File: src/rtl/regstat_file_mp_if.sv
// Issue/CDB-side bundle for the register file and tag table.
// master = issue unit plus CDB drivers; slave = the register file itself.
interface regstat_file_mp_if #(
  parameter int DATA_W = 32,
  parameter int NREG   = 32,
  parameter int TAG_W  = 5,
  parameter int NRD    = 2,
  parameter int NBC    = 2
);
  localparam int AW = $clog2(NREG);

  logic [NRD*AW-1:0]     RdAddr;
  logic [NRD*DATA_W-1:0] RdData;
  logic [NRD*TAG_W-1:0]  RdLabel;
  logic                  RegWr;
  logic [AW-1:0]         WrAddr;
  logic [TAG_W-1:0]      WrLabel;
  logic [NBC-1:0]        BCEN;
  logic [NBC*TAG_W-1:0]  BClabel;
  logic [NBC*DATA_W-1:0] BCdata;
  logic                  Flush;
  logic [AW:0]           PendCnt;

  modport master (
    output RdAddr, RegWr, WrAddr, WrLabel, BCEN, BClabel, BCdata, Flush,
    input  RdData, RdLabel, PendCnt
  );

  modport slave (
    input  RdAddr, RegWr, WrAddr, WrLabel, BCEN, BClabel, BCdata, Flush,
    output RdData, RdLabel, PendCnt
  );
endinterface

File: src/rtl/regstat_file_mp.sv
// Register file with producer-tag table for the Tomasulo core: multi-port reads with
// same-cycle CDB bypass, multi-channel CDB capture, rename, flush and pending count.
module regstat_file_mp #(
  parameter int DATA_W = 32,
  parameter int NREG   = 32,
  parameter int TAG_W  = 5,
  parameter int NRD    = 2,
  parameter int NBC    = 2
) (
  input  logic              clk,
  input  logic              nRST,
  regstat_file_mp_if.slave  bus
);
  localparam int AW = $clog2(NREG);

  logic [DATA_W-1:0] r_data [NREG];
  logic [TAG_W-1:0]  r_tag  [NREG];
  logic [AW:0]       r_pend;

  logic [DATA_W-1:0] w_data_nxt [NREG];
  logic [TAG_W-1:0]  w_tag_nxt  [NREG];
  logic [AW:0]       w_pend_nxt;
  logic [AW-1:0]     w_rd_addr;
  logic [DATA_W-1:0] w_rd_bc;
  logic [DATA_W-1:0] w_up_bc;

  // Scans channels high to low so the lowest matching channel is the one left in d.
  function automatic logic bc_match(
    input  logic [TAG_W-1:0]      tag,
    input  logic [NBC-1:0]        en,
    input  logic [NBC*TAG_W-1:0]  lbl,
    input  logic [NBC*DATA_W-1:0] dat,
    output logic [DATA_W-1:0]     d
  );
    bc_match = 1'b0;
    d        = '0;
    for (int c = NBC-1; c >= 0; c--) begin
      if (en[c] && (tag != '0) && (lbl[c*TAG_W +: TAG_W] == tag)) begin
        bc_match = 1'b1;
        d        = dat[c*DATA_W +: DATA_W];
      end
    end
  endfunction

  // Read ports: pre-rename view, but a broadcast completing this cycle is forwarded.
  always_comb begin
    bus.RdData  = '0;
    bus.RdLabel = '0;
    w_rd_addr   = '0;
    w_rd_bc     = '0;
    for (int k = 0; k < NRD; k++) begin
      w_rd_addr = bus.RdAddr[k*AW +: AW];
      if (w_rd_addr != '0) begin
        if (bc_match(r_tag[w_rd_addr], bus.BCEN, bus.BClabel, bus.BCdata, w_rd_bc)) begin
          bus.RdData[k*DATA_W +: DATA_W] = w_rd_bc;
        end else begin
          bus.RdData[k*DATA_W +: DATA_W] = r_data[w_rd_addr];
          bus.RdLabel[k*TAG_W +: TAG_W]  = r_tag[w_rd_addr];
        end
      end
    end
  end

  // Per-register next state: flush, then rename, then CDB capture.
  always_comb begin
    w_pend_nxt = '0;
    w_up_bc    = '0;
    for (int i = 0; i < NREG; i++) begin
      w_data_nxt[i] = r_data[i];
      w_tag_nxt[i]  = r_tag[i];
      if (i == 0) begin
        w_data_nxt[i] = '0;
        w_tag_nxt[i]  = '0;
      end else if (bus.Flush) begin
        w_tag_nxt[i] = '0;
      end else if (bus.RegWr && (bus.WrAddr == AW'(i)) && (bus.WrLabel != '0)) begin
        w_tag_nxt[i] = bus.WrLabel;
      end else if (bc_match(r_tag[i], bus.BCEN, bus.BClabel, bus.BCdata, w_up_bc)) begin
        w_data_nxt[i] = w_up_bc;
        w_tag_nxt[i]  = '0;
      end
      if (w_tag_nxt[i] != '0) begin
        w_pend_nxt = w_pend_nxt + (AW+1)'(1);
      end
    end
  end

  always_ff @(posedge clk or negedge nRST) begin
    if (!nRST) begin
      for (int i = 0; i < NREG; i++) begin
        r_data[i] <= '0;
        r_tag[i]  <= '0;
      end
      r_pend <= '0;
    end else begin
      for (int i = 0; i < NREG; i++) begin
        r_data[i] <= w_data_nxt[i];
        r_tag[i]  <= w_tag_nxt[i];
      end
      r_pend <= w_pend_nxt;
    end
  end

  assign bus.PendCnt = r_pend;
endmodule

File: src/flat_wrapper.sv
// flat-port wrapper written by rule: the top's interface ports become plain ports
module regstat_file_mp_flat 
#(
  parameter int DATA_W = 32,
  parameter int NREG   = 32,
  parameter int TAG_W  = 5,
  parameter int NRD    = 2,
  parameter int NBC    = 2
)
  (clk, nRST, bus_RdAddr, bus_RegWr, bus_WrAddr, bus_WrLabel, bus_BCEN, bus_BClabel, bus_BCdata, bus_Flush, bus_RdData, bus_RdLabel, bus_PendCnt);
  regstat_file_mp_if #(.DATA_W(DATA_W), .NREG(NREG), .TAG_W(TAG_W), .NRD(NRD), .NBC(NBC)) bus_i ();
  input  logic clk;
  input  logic nRST;
  input wire logic [$bits(bus_i.RdAddr)-1:0] bus_RdAddr;
  input wire logic [$bits(bus_i.RegWr)-1:0] bus_RegWr;
  input wire logic [$bits(bus_i.WrAddr)-1:0] bus_WrAddr;
  input wire logic [$bits(bus_i.WrLabel)-1:0] bus_WrLabel;
  input wire logic [$bits(bus_i.BCEN)-1:0] bus_BCEN;
  input wire logic [$bits(bus_i.BClabel)-1:0] bus_BClabel;
  input wire logic [$bits(bus_i.BCdata)-1:0] bus_BCdata;
  input wire logic [$bits(bus_i.Flush)-1:0] bus_Flush;
  output wire logic [$bits(bus_i.RdData)-1:0] bus_RdData;
  output wire logic [$bits(bus_i.RdLabel)-1:0] bus_RdLabel;
  output wire logic [$bits(bus_i.PendCnt)-1:0] bus_PendCnt;
  assign bus_i.RdAddr = bus_RdAddr;
  assign bus_i.RegWr = bus_RegWr;
  assign bus_i.WrAddr = bus_WrAddr;
  assign bus_i.WrLabel = bus_WrLabel;
  assign bus_i.BCEN = bus_BCEN;
  assign bus_i.BClabel = bus_BClabel;
  assign bus_i.BCdata = bus_BCdata;
  assign bus_i.Flush = bus_Flush;
  assign bus_RdData = bus_i.RdData;
  assign bus_RdLabel = bus_i.RdLabel;
  assign bus_PendCnt = bus_i.PendCnt;
  regstat_file_mp #(.DATA_W(DATA_W), .NREG(NREG), .TAG_W(TAG_W), .NRD(NRD), .NBC(NBC)) u_core (.clk(clk), .nRST(nRST), .bus(bus_i));
endmodule
File: config.mk
export PLATFORM = sky130hd
export DESIGN_NAME = regstat_file_mp_flat
export DESIGN_NICKNAME = d
export VERILOG_FILES = /design/src/rtl/regstat_file_mp_if.sv /design/src/rtl/regstat_file_mp.sv /design/src/flat_wrapper.sv
export SDC_FILE = /design/constraint.sdc
export NUM_CORES = 2
export LEC_CHECK = 0
export ABC_CLOCK_PERIOD_IN_PS = 19630
export CORE_UTILIZATION = 40
export CTS_CLUSTER_SIZE = 20
export DETAILED_ROUTE_END_ITERATION = 8
export PLACE_DENSITY_LB_ADDON = 0.05
export SKIP_LAST_GASP = 1
export SLEW_MARGIN = 20
export SYNTH_ARGS = -nofsm -noshare
export SYNTH_HDL_FRONTEND = slang
export SYNTH_SLANG_ARGS = --single-unit
File: constraint.sdc
create_clock -name clk -period 19.63 [get_ports clk]
set_input_delay 3.926 -clock clk [delete_from_list [all_inputs] [get_ports clk]]
set_output_delay 3.926 -clock clk [all_outputs]
set_load 0.01 [all_outputs]
==> impl_metrics.env <==
export IMPL_clock_sinks=1153
export IMPL_portBuffers=179
export IMPL_worstReg2RegStart="u_core.r_tag[146]"
export IMPL_grtUsageTotal_pct=33.1
export IMPL_clockBufferDepth=3
export IMPL_clk_pin_slew_ps=60
export IMPL_worstMarginPinSlew_ps=1200
export IMPL_synthDistinctLibCells=92
export IMPL_yosys_warnings=0
export IMPL_cts_hold_fix_buffers=0
export IMPL_yosys_top_cells_area="dfrtp_1 36%, mux4_2 19%, mux2i_1 13%, o21ai_0 6.5%, nand2_1 5.2%"
export IMPL_drtAntennaViolNets=0
export IMPL_synth_most_common_cell="dfrtp_1"
export IMPL_num_vias=64900
export IMPL_overflow=0
export IMPL_cts_max_level=4
export IMPL_root_buffer="clkbuf_16"
export IMPL_synth_commonest_cells="1153 x dfrtp_1, 1127 x nand2_1, 1082 x mux2i_1, 1052 x o21ai_0, 735 x clkbuf_1"
export IMPL_yosys_area_top_type="dfrtp_1"
export IMPL_rrSetupSlack_ps=1550
export IMPL_dpl_worst_slack_ps=-2850
export IMPL_path_max_fanout=7
export IMPL_cap_violations=0
export IMPL_drive_above_1_share_pct=22.9
export IMPL_final_max_slew_viol_count=0
export IMPL_met2_usage_pct=51.2
export IMPL_reg2reg_to="u_core.bus.PendCnt[4]"
export IMPL_ir_drop_mv=0.0834
export IMPL_setup_slack_ps=-1050
export IMPL_die_width_um=451
export IMPL_clock_latency_ps=830
export IMPL_fillCellCount=18500
export IMPL_tritoncts="yes"
export IMPL_placed_cell_area_mm2=0.0863
export IMPL_synthCells=7691
export IMPL_grt_pass1_vias=64200
export IMPL_p_per_area_mw_per_mm2=69.4
export IMPL_hpwl_um=195000
export IMPL_crit_start="bus_WrLabel[2]"
export IMPL_synth_nets=7821
export IMPL_dieArea_mm2=0.203
export IMPL_hp_start="u_core.r_data[2]"
export IMPL_wl_um=340000
export IMPL_hold_violations=0
export IMPL_avgViaCountPerCell=6.24
export IMPL_cp_data_required_time_ps=20320
export IMPL_setup_worst_path_end_class="flop"
export IMPL_max_stage_delay_ps=550
export IMPL_hold_depth=2
export IMPL_pin_count=180
export IMPL_synthArstFlopShare_pct=100
export IMPL_min_path_type="reg2reg"
export IMPL_antenna_found_initial=11
export IMPL_cp_arrival_ps=21370
export IMPL_fin_total_pwr_w=0.00639
export IMPL_finish_instance_area_mm2=0.0921
export IMPL_grtUsageMet1_pct=44.4
export IMPL_power_leakage_nw=35.9
export IMPL_synth_seq_area_share_pct=35.8
export IMPL_period_share_pct=105
export IMPL_synth_edf_count=0
export IMPL_floorplan_initialDensity_pct=40.3
export IMPL_hold_end="u_core.r_data[2]"
export IMPL_status="complete, but fails checks"
export IMPL_finalCriticalPeriod_ps=20680
export IMPL_rsz0062_at_grt="yes"
export IMPL_drtIter0Drc=6650
export IMPL_violations="design-rule violations, negative setup slack"
export IMPL_grt_max_degree=165
export IMPL_grt_use_met3_pct=5.75
export IMPL_fmax_mhz=48.4
export IMPL_fin_skew_ps=30.5
export IMPL_relSlewSlack_pct=20.3
export IMPL_drt_first_pass_iters=9
export IMPL_cts_buffers_inserted=148
export IMPL_setup_viol=5
export IMPL_grt_pass1_wl_um=485000
export IMPL_gp_congestion=0.880
export IMPL_criticalPathCategory="in2reg"
export IMPL_crit_top_cell="ha_4"
export IMPL_avgSynthCellArea_um2=10.5
export IMPL_num_nets_final=7754
export IMPL_die_h_um=451
export IMPL_yosys_area_top_type_share_pct=35.8
export IMPL_synth_area_mm2=0.0806
export IMPL_critPathLaunchType="primary input"
export IMPL_grt_busiest_layer="met2"
export IMPL_reg2regPathDepth=105
export IMPL_area_growth_pct=14.3
export IMPL_cp_slowest_cell="or4_4"
export IMPL_dominantRegCellSynth="dfrtp_1"
export IMPL_core_mm2=0.200
export IMPL_wire_per_inst_um=32.6
export IMPL_synth_seq_cells=1153
export IMPL_std_cell_rows=164
export IMPL_drc=24
==> worst max-delay path: cells and delay by family <==
| kind | cells | cell delay (ps) |
|---|---|---|
| AND/OR/NAND/NOR | 33 | 3830 |
| AO/OA/AOI/OAI | 27 | 3430 |
| adder cells (fa/ha/maj) | 28 | 6970 |
| XOR/XNOR | 1 | 180 |
| buffers and inverters | 13 | 1040 |
| multiplexers | 8 | 1950 |
==> state kept, by name, summed over array words and instances (netlist names) <==
name                count
u_core.r_tag          155
u_core.r_data         992
u_core.bus.PendCnt      6
==> per-layer routing <==
metal  routed length, µm  part of all wire (%)
met1              141000                    41
met2              154000                    45
met3               24500                   7.2
met4               20000                   5.9
met5                  13                0.0038
==> what timing repair did <==
| item | in CTS | in global routing |
|---|---|---|
| setup buffers | 53 | 18 |
| endpoints found under the setup margin | 5 | 5 |
| gates resized for setup | 47 | 46 |
| pin swaps | 48 | 51 |
==> placed cells by master, fill, tap and decap left out, types with 9 or more instances in the layout <==
cell type	instances
buf_2	14
nand4_1	78
inv_1	36
a22o_1	88
mux2_2	146
mux4_2	666
xnor2_1	257
diode_2	9
nor2b_1	26
nand3_1	40
xor2_1	161
clkbuf_8	34
nand3b_1	14
nor4_1	38
buf_4	463
clkbuf_1	36
bufinv_16	11
or3_4	23
ha_1	12
dfrtp_1	1153
o22ai_1	16
nor4_2	31
mux2i_1	1080
clkdlybuf4s50_1	145
nor3_1	18
a21oi_1	80
o21ai_0	1045
nand2_1	1116
nor2_1	275
and2_1	9
or4_1	43
or2_2	12
a22oi_1	85
nand2b_1	9
ha_4	18
clkinv_2	20
inv_2	9
buf_6	12
clkbuf_16	152
==> area by class of cell <==
type	instances	area, µm²	share of cell area, %
multi-input combinational	5623	49400	53.6
sequential	1153	28900	31.3
timing repair buffer	652	5410	5.88
clock buffer	221	4390	4.77
tap	2656	3320	3.61
clock inverter	45	586	0.636
inverter	46	175	0.190
antenna	9	22.5	0.0244
==> metrics by stage <==
step | cells | TNS [ps] | hold slack (ps) | util, %
5_1_grt | 10400 | -8100 | 517 | 46.0
3_3_place_gp | 10100 | -12640 | 473 | 43.1
2_1_floorplan | 7691 | -9020 | 460 | -
6_report | 10400 | -4430 | 493 | 46.1
3_5_place_dp | 10100 | -13520 | 485 | 43.1
4_1_cts | 10400 | -4260 | 498 | 45.9
==> worst max path at each step <==
| stage | endpoint | slack [ps] |
|---|---|---|
| after floorplan | u_core.bus.PendCnt[4] | -2050 |
| after global placement | u_core.bus.PendCnt[4] | -2710 |
| after detailed placement | u_core.bus.PendCnt[4] | -2850 |
| after CTS | u_core.bus.PendCnt[4] | -1020 |
| after global routing | u_core.bus.PendCnt[4] | -1790 |
| final | u_core.bus.PendCnt[4] | -1050 |
==> cell families (layout without fill, tap and decap cells) <==
logic type	Yosys count	after routing	synth area share [%]
DFF	1153	1153	35.8
muxes	1900	1900	34.2
and+or+nand+nor	1823	1823	9.99
AOI/OAI and AO/OA	1420	1420	9.99
buffers and inverters	915	964	4.30
xor gates and xnor gates	450	450	5.31
other	0	9	0
adders and majority gates	30	30	0.466
==> power breakdown <==
part / switching, W / internal, W
Sequential: 0.0000550 / 0.00245
Clock: 0.00118 / 0.00169
Combinational: 0.000574 / 0.000447
Total: 0.00181 / 0.00459
(Power assumes the default switching activity.)
